### src/rtl/dut_preload_sequencer.sv
// Preload sequencer for the HLS "main" accelerator: streams bytes into slave RAM
// channel 0, pulses start_port, then times the run until done_port or a cycle limit.
//
// state  | meaning
// IDLE   | waiting for cmd_start
// FETCH  | byte_ready high, waiting for a stream byte
// WRITE  | channel 0 write held until Sout_DataRdy[0]
// START  | one-cycle start_port pulse, counter = 1
// RUN    | counting cycles until done_port or TIMEOUT
// REPORT | one-cycle result_valid pulse
module dut_preload_sequencer #(
  parameter int ADDR_W  = 7,
  parameter int TIMEOUT = 200000000
) (
  input  logic                clock,
  input  logic                reset,
  input  logic                cmd_start,
  input  logic [ADDR_W-1:0]   cfg_base_addr,
  input  logic [ADDR_W:0]     cfg_nbytes,
  input  logic                byte_valid,
  input  logic [7:0]          byte_data,
  output logic                byte_ready,
  output logic [1:0]          S_oe_ram,
  output logic [1:0]          S_we_ram,
  output logic [2*ADDR_W-1:0] S_addr_ram,
  output logic [15:0]         S_Wdata_ram,
  output logic [7:0]          S_data_ram_size,
  input  logic [1:0]          Sout_DataRdy,
  output logic                start_port,
  input  logic                done_port,
  output logic                busy,
  output logic                result_valid,
  output logic [31:0]         result_cycles,
  output logic                result_timeout
);

  localparam logic [31:0] LIMIT = 32'(TIMEOUT);

  typedef enum logic [2:0] {IDLE, FETCH, WRITE, START, RUN, REPORT} state_t;

  state_t              state;
  logic [ADDR_W-1:0]   base_q;
  logic [ADDR_W:0]     nbytes_q;
  logic [ADDR_W:0]     idx;
  logic [ADDR_W:0]     idx_next;
  logic [ADDR_W-1:0]   addr_q;
  logic [7:0]          data_q;
  logic                we_q;
  logic                unused;

  assign idx_next = idx + (ADDR_W+1)'(1);
  assign unused   = Sout_DataRdy[1];

  always_ff @(posedge clock or negedge reset) begin
    if (!reset) begin
      state          <= IDLE;
      base_q         <= '0;
      nbytes_q       <= '0;
      idx            <= '0;
      addr_q         <= '0;
      data_q         <= '0;
      we_q           <= 1'b0;
      byte_ready     <= 1'b0;
      start_port     <= 1'b0;
      busy           <= 1'b0;
      result_valid   <= 1'b0;
      result_cycles  <= '0;
      result_timeout <= 1'b0;
    end else begin
      case (state)
        IDLE: begin
          if (cmd_start) begin
            base_q         <= cfg_base_addr;
            nbytes_q       <= cfg_nbytes;
            idx            <= '0;
            result_cycles  <= '0;
            result_timeout <= 1'b0;
            busy           <= 1'b1;
            if (cfg_nbytes == '0) begin
              state      <= START;
              start_port <= 1'b1;
            end else begin
              state      <= FETCH;
              byte_ready <= 1'b1;
            end
          end
        end
        FETCH: begin
          if (byte_valid) begin
            data_q     <= byte_data;
            addr_q     <= base_q + idx[ADDR_W-1:0];
            byte_ready <= 1'b0;
            we_q       <= 1'b1;
            state      <= WRITE;
          end
        end
        WRITE: begin
          if (Sout_DataRdy[0]) begin
            we_q <= 1'b0;
            idx  <= idx_next;
            if (idx_next == nbytes_q) begin
              state      <= START;
              start_port <= 1'b1;
            end else begin
              state      <= FETCH;
              byte_ready <= 1'b1;
            end
          end
        end
        START: begin
          start_port    <= 1'b0;
          result_cycles <= 32'd1;
          if (done_port) begin
            state        <= REPORT;
            result_valid <= 1'b1;
          end else if (LIMIT <= 32'd1) begin
            result_cycles  <= LIMIT;
            result_timeout <= 1'b1;
            state          <= REPORT;
            result_valid   <= 1'b1;
          end else begin
            state <= RUN;
          end
        end
        RUN: begin
          // done wins over the limit when both land on the same cycle
          if (done_port) begin
            result_cycles <= result_cycles + 32'd1;
            state         <= REPORT;
            result_valid  <= 1'b1;
          end else if (result_cycles + 32'd1 >= LIMIT) begin
            result_cycles  <= LIMIT;
            result_timeout <= 1'b1;
            state          <= REPORT;
            result_valid   <= 1'b1;
          end else begin
            result_cycles <= result_cycles + 32'd1;
          end
        end
        REPORT: begin
          result_valid <= 1'b0;
          busy         <= 1'b0;
          state        <= IDLE;
        end
        default: state <= IDLE;
      endcase
    end
  end

  assign S_oe_ram        = 2'b00;
  assign S_we_ram        = {1'b0, we_q};
  assign S_addr_ram      = {{ADDR_W{1'b0}}, (we_q ? addr_q : {ADDR_W{1'b0}})};
  assign S_Wdata_ram     = {8'h00, (we_q ? data_q : 8'h00)};
  assign S_data_ram_size = we_q ? 8'd8 : 8'd0;

endmodule

### config.mk
export PLATFORM = sky130hd
export DESIGN_NAME = dut_preload_sequencer
export DESIGN_NICKNAME = d
export VERILOG_FILES = /design/src/rtl/dut_preload_sequencer.sv
export SDC_FILE = /design/constraint.sdc
export NUM_CORES = 1
export LEC_CHECK = 0
export BUFFER_PORTS_ARGS = -buffer_cell sky130_fd_sc_hd__buf_2
export CAP_MARGIN = 0
export CORE_ASPECT_RATIO = 0.9
export CORE_MARGIN = 10
export CORE_UTILIZATION = 50
export DETAILED_ROUTE_END_ITERATION = 12
export PLACE_DENSITY = 0.83
export SLEW_MARGIN = 20
export SYNTH_ARGS = -nofsm -noshare
export SYNTH_HDL_FRONTEND = slang
export SYNTH_SLANG_ARGS = --single-unit
### constraint.sdc
create_clock -name clock -period 2.9 [get_ports clock]
set_input_delay 0.29 -clock clock [delete_from_list [all_inputs] [get_ports clock]]
set_output_delay 0.29 -clock clock [all_outputs]
set_load 0.03 [all_outputs]
==> impl_metrics.env <==
export IMPL_ir_worst_vdd_uv=458
export IMPL_cts_buffer_depth=2
export IMPL_finalSetupViolations=29
export IMPL_critical_path_arrival_ps=3530
export IMPL_pwr_share_clk_pct=18.9
export IMPL_finalCritPeriodShare_pct=112
export IMPL_postRouteAntennaNets=0
export IMPL_n_antenna_cell=0
export IMPL_timing_hold_violations_final=0
export IMPL_wl_met1_um=6100
export IMPL_die_h_um=113
export IMPL_slowest_stage="dfrtp_2"
export IMPL_drv_slew=0
export IMPL_combPwrFrac_pct=43.8
export IMPL_grt_pass1_vias=4593
export IMPL_dominantRegCellSynth="dfrtp_1"
export IMPL_port_buffers=82
export IMPL_required_ps=3180
export IMPL_rsz0062_at_grt="yes"
export IMPL_start_util_pct=52.1
export IMPL_period_needed_ps=3250
export IMPL_worstMarginPinSlew_ps=972
export IMPL_dp_hpwl_um=9820
export IMPL_synthTopCellsByArea="dfrtp_1 41%, nand2_1 9.8%, buf_4 4.5%"
export IMPL_placed_cells=804
export IMPL_nets=749
export IMPL_path_cells="nand4_1 > buf_4 > nor4_4 > buf_4 > xnor2_2 > nor4b_2 > and4_1 > a211oi_2 > a211oi_2 > clkbuf_16 > buf_12 > buf_6 > a21oi_1 > o21ai_1"
export IMPL_synth_top_area_share_pct=41.0
export IMPL_p_per_area_nw_per_um2=695
export IMPL_internal_power_w=0.00237
export IMPL_fin_area_um2=6160
export IMPL_grt_max_degree=80
export IMPL_drv_cap=0
export IMPL_clk_latency_ps=370
export IMPL_yosys_warnings=0
export IMPL_yosysTopAreaCell="dfrtp_1"
export IMPL_wirelength_um=15100
export IMPL_violations="setup timing"
export IMPL_top_layer="met4"
export IMPL_syn_inst=577
export IMPL_core_um2=9250
export IMPL_grt_usage_pct=18.9
export IMPL_synth_edff_count=0
export IMPL_synth_seq_cells=79
export IMPL_netlist_area_um2=4820
export IMPL_boundaryPins=109
export IMPL_first_pass_iters=6
export IMPL_gp_congestion=0.896
export IMPL_drt_initial_drc_count=501
export IMPL_instances_no_fill=837
export IMPL_p_leak_nw=2.95
export IMPL_status="finished with violations"
export IMPL_final_common_cell="nand2_1"
export IMPL_die_w_um=123
export IMPL_gr_total_overflow=0
export IMPL_end_kind="flip-flop"
export IMPL_clock_fmax_mhz=308
export IMPL_area_delta_synth_final_pct=27.9
export IMPL_numCtsBuffers=9
export IMPL_wl_per_cell_um=18.0
export IMPL_fin_tns_setup_ps=-5110
export IMPL_p_sw_share_pct=44.6
export IMPL_finClkSkew_ps=13.7
export IMPL_cp_start_kind="flip-flop"
export IMPL_mostFrequentLayoutCells="125 x nand2_1, 81 x buf_2, 64 x dfrtp_1"
export IMPL_dr_wl_met3_um=1440
export IMPL_n_fill_cell=734
export IMPL_cts_num_sinks=79
export IMPL_num_vias=4889
export IMPL_ys_types=60
export IMPL_drive_gt1_share_pct=29.9
export IMPL_yosysSeqAreaShare_pct=41.0
export IMPL_dpl_cell_area_um2=5610
export IMPL_setup_slack_ps=-348
export IMPL_rows=33
export IMPL_pwr_share_seq_pct=37.3
export IMPL_cp_slowest_stage_delay_ps=400
export IMPL_drc=0
export IMPL_worstSetupPathType="flip-flop to flip-flop"
export IMPL_hold_path_class="input port to flip-flop"
export IMPL_cts_htree_levels=3
export IMPL_antenna_found_initial=0
export IMPL_synthArstFlopShare_pct=100
export IMPL_syn_area_per_cell_um2=8.35
export IMPL_cts_tree="yes"
export IMPL_dr_wl_met2_um=7000
export IMPL_p_sw_w=0.00191
export IMPL_cp_max_fo=5
export IMPL_die_area_um2=14000
export IMPL_grt_pass1_wl_um=21900
export IMPL_cts_root_buffer="clkbuf_8"
export IMPL_vias_per_cell=5.84
export IMPL_fin_util_pct=66.6
export IMPL_max_slew_margin_rel_pct=35.1
export IMPL_clk_pin_slew_ps=100
## routing by layer
layer	global-route usage, %	vias to the layer above
li1	-	2236
met1	24.5	2333
met2	29.9	278
met3	4.08	42
met4	7.76	0
met5	0	-
## path summary, 6_finish.rpt
path / endpoint / cells after the start / slack (ps) / startpoint
setup / recovery: result_cycles[4] / 14 / -350 / result_cycles[11]
hold / removal: base_q[0] / 3 / 100 / cfg_base_addr[0]
setup reg to reg: result_cycles[4] / 14 / -350 / result_cycles[11]
hold reg to reg: data_q[3] / 2 / 480 / data_q[3]
max in group asynchronous: result_cycles[14] / 3 / 1830 / reset
min in group asynchronous: addr_q[3] / 2 / 440 / reset
## worst max-delay path, delay by kind of cell, from the launching register on
family,cells,cell delay [ps]
AND/OR/NAND/NOR,4,1190
buffers and inverters,5,820
AO/OA/AOI/OAI,4,670
flip-flops,1,400
XOR/XNOR,1,90
## power groups by stage
stage	clock network [W]	registers [W]	logic, W
6_report	0.000811	0.00160	0.00187
3_3_place_gp	0	0.00160	0.00169
3_5_place_dp	0	0.00161	0.00175
5_1_grt	0.000865	0.00163	0.00206
2_1_floorplan	0	0.00165	0.00122
4_1_cts	0.000815	0.00159	0.00178
## Yosys cell counts, drive strengths merged (4+ instances only)
cell	count
a211oi	4
a21oi	25
a22o	5
a31oi	17
a41oi	4
and2	18
and3	6
buf	35
clkbuf	18
dfrtp	79
ha	8
inv	14
nand2	126
nand3	20
nand4	16
nor2	35
nor3	13
nor4	10
o211ai	4
o21ai	42
o311ai	4
xnor2	22
xor2	9
## state kept, by name, summed over array words and instances (netlist names)
register	cells
result_cycles	32
data_q	8
idx	8
nbytes_q	8
addr_q	7
base_q	7
state	3
busy	1
byte_ready	1
result_timeout	1
result_valid	1
start_port	1
we_q	1
## stage by stage
step | worst slack (ps) | total power [W] | hold WS (ps)
CTS | -62.0 | 0.00419 | 99.1
global placement | -93.8 | 0.00328 | 449
global route | -499 | 0.00456 | 116
floorplan | -1.58 | 0.00286 | -5.59
finish | -348 | 0.00428 | 98.1
detailed placement | -172 | 0.00337 | 459
## cell families after synthesis
logic type      share of synthesized area (%)
compound gates                           16.0
mux                                     0.415
flops                                    41.0
buf+inv                                  7.84
simple gates                             26.5
xor+xnor                                 5.63
fa+ha+maj                                2.49
other cells                            0.0778
## final cells by class
| cell class | instances | area, µm² | share of cell area, % |
|---|---|---|---|
| clock inverters | 7 | 62.6 | 1.02 |
| flip-flops and latches | 79 | 2000 | 32.4 |
| well taps | 122 | 153 | 2.48 |
| repair buffers | 151 | 1030 | 16.7 |
| multi-input cells | 454 | 2750 | 44.5 |
| clock buffers | 9 | 124 | 2.01 |
| inverters | 15 | 56.3 | 0.914 |
## timing repair
| item | CTS | global route |
|---|---|---|
| resized for setup | 6 | 34 |
| endpoints found under the setup margin | 31 | 30 |
| pin swaps | 3 | 26 |
| hold buffers | 0 | 1 |
| endpoints found under the hold margin | 0 | 42 |
| gates cloned | 0 | 2 |
| setup buffers | 2 | 11 |
Note: power is estimated with default switching activity, not from simulation.
